--- src/rtl/pulse_gen_pkg.sv ---
// Shared definitions for the multi-channel pulse generator: channel state
// encoding, reset-period computation and the minimum effective period.
package pulse_gen_pkg;

    typedef enum logic {
        IDLE = 1'b0,
        RUN  = 1'b1
    } state_t;

    // Shortest period that still leaves one low cycle after a one-cycle pulse
    localparam int P_MIN = 2;

    function automatic int calc_p0(input int freq_in, input int freq_out);
        return freq_in / freq_out;
    endfunction

endpackage

--- src/rtl/pulse_gen_ch.sv ---
// One pulse generator channel: shadow config, IDLE/RUN state machine,
// period counter and width counter driving a registered pulse output.
module pulse_gen_ch
    import pulse_gen_pkg::*;
#(
    parameter int CNT_W      = 16,
    parameter int P0         = 10,
    parameter bit AUTO_START = 1'b1
) (
    input  logic             CLK_IN,
    input  logic             RST_IN,
    input  logic             cfg_we,
    input  logic [CNT_W-1:0] cfg_period,
    input  logic [CNT_W-1:0] cfg_width,
    input  logic             cfg_oneshot,
    input  logic             start,
    input  logic             stop,
    output logic             pulse,
    output logic             busy,
    output logic             done
);

    localparam logic [CNT_W-1:0] P0_V    = CNT_W'(P0);
    localparam logic [CNT_W-1:0] P_MIN_V = CNT_W'(P_MIN);
    localparam logic [CNT_W-1:0] ONE     = CNT_W'(1);

    state_t           state, state_nxt;
    logic [CNT_W-1:0] shd_period, shd_width;
    logic             shd_oneshot;
    logic [CNT_W-1:0] act_period, cnt, wcnt;
    logic             act_oneshot;
    logic             auto_pend;
    logic [CNT_W-1:0] shd_p_eff, shd_w_eff;
    logic             go, wrap, finish;

    // Clamped view of the shadow settings; applied at start and at every wrap
    always_comb begin
        shd_p_eff = (shd_period < P_MIN_V) ? P_MIN_V : shd_period;
        shd_w_eff = (shd_width > shd_p_eff - ONE) ? shd_p_eff - ONE : shd_width;
        go        = start | auto_pend;
        wrap      = (state == RUN) && (cnt == act_period - ONE);
        finish    = (state == RUN) && act_oneshot &&
                    ((wrap && (shd_w_eff == '0)) || (wcnt == ONE));
    end

    always_ff @(posedge CLK_IN) begin
        if (RST_IN) state <= IDLE;
        else        state <= state_nxt;
    end

    always_comb begin
        state_nxt = state;
        case (state)
            IDLE: if (go && !stop) state_nxt = RUN;
            RUN: begin
                if (stop)                state_nxt = IDLE;
                else if (!go && finish)  state_nxt = IDLE;
            end
            default: state_nxt = IDLE;
        endcase
    end

    assign busy = (state == RUN);

    // Stop beats start; start (re)loads settings; otherwise count, wrap or finish
    always_ff @(posedge CLK_IN) begin
        if (RST_IN) begin
            shd_period  <= P0_V;
            shd_width   <= ONE;
            shd_oneshot <= 1'b0;
            act_period  <= P0_V;
            act_oneshot <= 1'b0;
            cnt         <= '0;
            wcnt        <= '0;
            pulse       <= 1'b0;
            done        <= 1'b0;
            auto_pend   <= AUTO_START;
        end else begin
            auto_pend <= 1'b0;
            done      <= 1'b0;
            if (cfg_we) begin
                shd_period  <= cfg_period;
                shd_width   <= cfg_width;
                shd_oneshot <= cfg_oneshot;
            end
            if (stop) begin
                cnt   <= '0;
                wcnt  <= '0;
                pulse <= 1'b0;
            end else if (go) begin
                cnt         <= '0;
                wcnt        <= '0;
                pulse       <= 1'b0;
                act_period  <= shd_p_eff;
                act_oneshot <= shd_oneshot;
            end else if (state == RUN) begin
                if (finish) begin
                    done  <= 1'b1;
                    cnt   <= '0;
                    wcnt  <= '0;
                    pulse <= 1'b0;
                end else if (wrap) begin
                    cnt        <= '0;
                    act_period <= shd_p_eff;
                    wcnt       <= shd_w_eff;
                    pulse      <= (shd_w_eff != '0);
                end else begin
                    cnt   <= cnt + ONE;
                    pulse <= (wcnt > ONE);
                    if (wcnt != '0) wcnt <= wcnt - ONE;
                end
            end
        end
    end

endmodule

--- src/rtl/pulse_gen.sv ---
// Multi-channel programmable pulse generator: config address decode and
// fan-out to NUM_CH independent channels.
module pulse_gen
    import pulse_gen_pkg::*;
#(
    parameter int  FREQ_IN    = 1000,
    parameter int  FREQ_OUT   = 100,
    parameter int  NUM_CH     = 2,
    parameter int  CNT_W      = 16,
    parameter bit  AUTO_START = 1'b1,
    localparam int CH_W       = (NUM_CH > 1) ? $clog2(NUM_CH) : 1
) (
    input  logic              CLK_IN,
    input  logic              RST_IN,
    input  logic              CFG_WE,
    input  logic [CH_W-1:0]   CFG_CH,
    input  logic [CNT_W-1:0]  CFG_PERIOD,
    input  logic [CNT_W-1:0]  CFG_WIDTH,
    input  logic              CFG_ONESHOT,
    input  logic [NUM_CH-1:0] START,
    input  logic [NUM_CH-1:0] STOP,
    output logic [NUM_CH-1:0] PULSE_OUT,
    output logic [NUM_CH-1:0] BUSY,
    output logic [NUM_CH-1:0] DONE
);

    localparam int P0 = calc_p0(FREQ_IN, FREQ_OUT);

    logic [NUM_CH-1:0] ch_we;

    // Addresses at or beyond NUM_CH select no channel
    always_comb begin
        ch_we = '0;
        for (int i = 0; i < NUM_CH; i++) begin
            ch_we[i] = CFG_WE && (int'(CFG_CH) == i);
        end
    end

    for (genvar g = 0; g < NUM_CH; g++) begin : g_ch
        pulse_gen_ch #(
            .CNT_W      (CNT_W),
            .P0         (P0),
            .AUTO_START (AUTO_START)
        ) u_ch (
            .CLK_IN      (CLK_IN),
            .RST_IN      (RST_IN),
            .cfg_we      (ch_we[g]),
            .cfg_period  (CFG_PERIOD),
            .cfg_width   (CFG_WIDTH),
            .cfg_oneshot (CFG_ONESHOT),
            .start       (START[g]),
            .stop        (STOP[g]),
            .pulse       (PULSE_OUT[g]),
            .busy        (BUSY[g]),
            .done        (DONE[g])
        );
    end

endmodule

--- config.mk ---
export PLATFORM = sky130hd
export DESIGN_NAME = pulse_gen
export DESIGN_NICKNAME = d
export VERILOG_FILES = /design/src/rtl/pulse_gen_pkg.sv /design/src/rtl/pulse_gen_ch.sv /design/src/rtl/pulse_gen.sv
export SDC_FILE = /design/constraint.sdc
export NUM_CORES = 1
export LEC_CHECK = 0
export ABC_AREA = 1
export CAP_MARGIN = 20
export CORE_MARGIN = 1.5
export CORE_UTILIZATION = 62
export CTS_CLUSTER_DIAMETER = 120
export DETAILED_ROUTE_END_ITERATION = 10
export PLACE_DENSITY = 0.84
export SLEW_MARGIN = 20
export SYNTH_ARGS = -nofsm -noshare
export SYNTH_HDL_FRONTEND = slang
export SYNTH_SLANG_ARGS = --single-unit
export TNS_END_PERCENT = 20
--- constraint.sdc ---
create_clock -name CLK_IN -period 4.4 [get_ports CLK_IN]
set_input_delay 1.32 -clock CLK_IN [delete_from_list [all_inputs] [get_ports CLK_IN]]
set_output_delay 1.32 -clock CLK_IN [all_outputs]
set_load 0.01 [all_outputs]
==> results_dict.tcl <==
set metrics [dict create \
    status "finished, violations left" \
    failed_checks "DRC" \
    start_util_pct 64.0 \
    pre_cts_ws_ns 0.0201 \
    n_antenna_cell 0 \
    grt_max_degree 42 \
    min_period_over_period_pct 94.0 \
    die_h_um 140 \
    antenna_left 0 \
    grt_pass1_wl_mm 52.9 \
    synthArstFlopShare_pct 0 \
    use_met1_pct 41.2 \
    crit_type "reg2reg" \
    core_um2 18100 \
    synth_edf_count 0 \
    final_cell_mix "nand2_1, nor2_1, inv_1" \
    antenna_found_initial 0 \
    portBuffers 46 \
    p_per_area_nw_per_um2 320 \
    area_growth_pct 13.1 \
    wl_mm 32.5 \
    hold_viol_final 0 \
    cp_data_required_time_ns 4.74 \
    grt_busiest_layer "met2" \
    yosysSeqAreaShare_pct 29.5 \
    viasPerCell 5.62 \
    clk_path_buf_depth 2 \
    final_common_cell "nand2_1" \
    num_vias 11900 \
    hold_buffers 0 \
    cts_tree "built" \
    fin_crit_ns 4.14 \
    drtIter0Drc 953 \
    cpMaxStageDelayCell "dfxtp_2" \
    wl_per_cell_um 15.4 \
    clock_sinks 171 \
    reg2reg_depth 32 \
    nets 1952 \
    max_slew.worst_pin.slew_ns 0.655 \
    cts-root-buf "clkbuf_16" \
    finalSetupViolCount 0 \
    holdPathStages 2 \
    crit_arrival_ns 4.48 \
    syn_area_um2 11600 \
    drc 1 \
    start_kind "flop" \
    postSynthCellCount 1824 \
    grt_pass1_vias 10900 \
    min_path_type "reg2reg" \
    crit_fanout 9 \
    peakVddDrop_v 0.000287 \
    syn_area_per_cell_um2 6.37 \
    crit_path_max_incr_delay_ns 0.35 \
    leakage_uw 0.00600 \
    rows 49 \
    die_w_um 140 \
    yosys_register_bits 171 \
    place_hpwl_mm 24.7 \
    dr.pass1.iters 10 \
    cp-end-kind "flop" \
    die_area_um2 19600 \
    cts_max_level 4 \
    syn-num-nets 1907 \
    drv_cap 0 \
    clock_latency_ns 0.45 \
    numCtsBuffers 17 \
    clk_pin_slew_ns 0.08 \
    max_freq_ghz 0.242 \
    n_fill_cell 1589 \
    yosysUniqueCellTypes 46 \
    final_layout_size_suffix_gt1_share_pct 9.62 \
    ys.flop_type "dfxtp_1" \
    layout_setup_ws_ns 0.263 \
    p_total_uw 4200 \
    relSlewSlack_pct 56.3 \
    place.gp.congestion 0.967 \
    num_io_pins 47 \
    drv_slew 0 \
    grtUsageMet3_pct 4.27 \
    cp_common_cell "nand2_1" \
    use_met2_pct 58.7 \
    overflow 0 \
    grt_usage_pct 33.3 \
    clock_skew_ns 0.00964 \
    yosysWarnings 0 \
]
## worst max-delay path: cells and delay by family, from the launching register on
kind / cells / cell delay (ns)
AO/OA/AOI/OAI: 2 / 0.22
XOR/XNOR: 1 / 0.20
adder cells (fa/ha/maj): 2 / 0.44
buffers and inverters: 6 / 0.77
flip-flops: 1 / 0.35
AND/OR/NAND/NOR: 21 / 2.07
## report_power, final
part           internal (uW)  leakage, uW  switching [uW]
Combinational            360      0.00431             625
Sequential              1620      0.00140            68.8
Clock                    846     0.000287             683
## cell families after synthesis
group                    share of synthesized area (%)
AND/OR/NAND/NOR                                   35.6
AO/OA/AOI/OAI                                     13.3
buffers and inverters                             10.2
flip-flops                                        29.5
XOR/XNOR                                          6.79
adder cells (fa/ha/maj)                           4.53
multiplexers                                    0.0862
## layout make-up
type | instances | area (um2) | area share, %
clock buffers | 17 | 425 | 3.24
multi-input cells | 1365 | 7140 | 54.4
clock inverters | 15 | 165 | 1.26
well taps | 229 | 287 | 2.18
flip-flops and latches | 171 | 3440 | 26.2
inverters | 224 | 843 | 6.42
repair buffers | 90 | 833 | 6.35
## repair_timing
action,CTS,global route
pin swaps,0,2
gates cloned,0,1
resized for setup,0,50
endpoints found under the setup margin,1,101
setup buffers,0,6
## per-stage QoR
step / instance area, um2 / util (%) / TNS (ns) / cells / hold slack (ns)
floorplan: 11600 / - / 0 / 1824 / 0.443
global placement: 12300 / 67.8 / 0 / 2072 / 0.457
finish: 13100 / 72.4 / 0 / 2111 / 0.467
CTS: 12900 / 71.0 / -0.00169 / 2104 / 0.466
global route: 13100 / 72.4 / -1.18 / 2111 / 0.501
detailed placement: 12300 / 67.8 / 0 / 2072 / 0.456
## flip-flops by register name, indices dropped and copies added, names as in the netlist, 32 cells and up
name,cells
g_ch.u_ch.act_period,32
g_ch.u_ch.cnt,32
g_ch.u_ch.shd_period,32
g_ch.u_ch.shd_width,32
g_ch.u_ch.wcnt,32
## Yosys cell counts (7+ instances only)
cell	count	share of area (%)
or2_2	7	0.38
nor2_2	10	0.54
ha_1	42	4.5
buf_4	10	0.65
nand4_1	58	3.1
o211ai_1	19	1.2
a21oi_1	92	4.0
inv_1	205	6.6
nor3_1	23	0.99
clkbuf_1	34	1.1
nand2_1	399	13
clkinv_1	10	0.32
inv_2	8	0.26
nand2_2	14	0.75
buf_2	11	0.47
o21ai_0	157	6.8
nand3_1	111	4.8
xnor2_1	17	1.3
dfxtp_1	171	29
nor2_1	280	9.1
and2_1	9	0.48
xor2_1	73	5.5
buf_6	7	0.68
## final timing paths
check	to	from	slack, ns
min	g_ch[1].u_ch.pulse$_SDFFE_PP0P_	g_ch[1].u_ch.pulse$_SDFFE_PP0P_	0.47
min reg2reg	g_ch[1].u_ch.pulse$_SDFFE_PP0P_	g_ch[1].u_ch.pulse$_SDFFE_PP0P_	0.47
max reg2reg	g_ch[0].u_ch.act_period[6]$_SDFFE_PP0P_	g_ch[0].u_ch.shd_period[4]$_SDFFE_PP0P_	0.26
max	g_ch[0].u_ch.act_period[6]$_SDFFE_PP0P_	g_ch[0].u_ch.shd_period[4]$_SDFFE_PP0P_	0.26
## per-layer routing
layer	part of all wire [%]	vias up
li1	-	5975
met1	42	5387
met2	49	430
met3	5.7	80
met4	2.9	0
met5	0	-
Note: power is estimated with default switching activity, not from simulation.
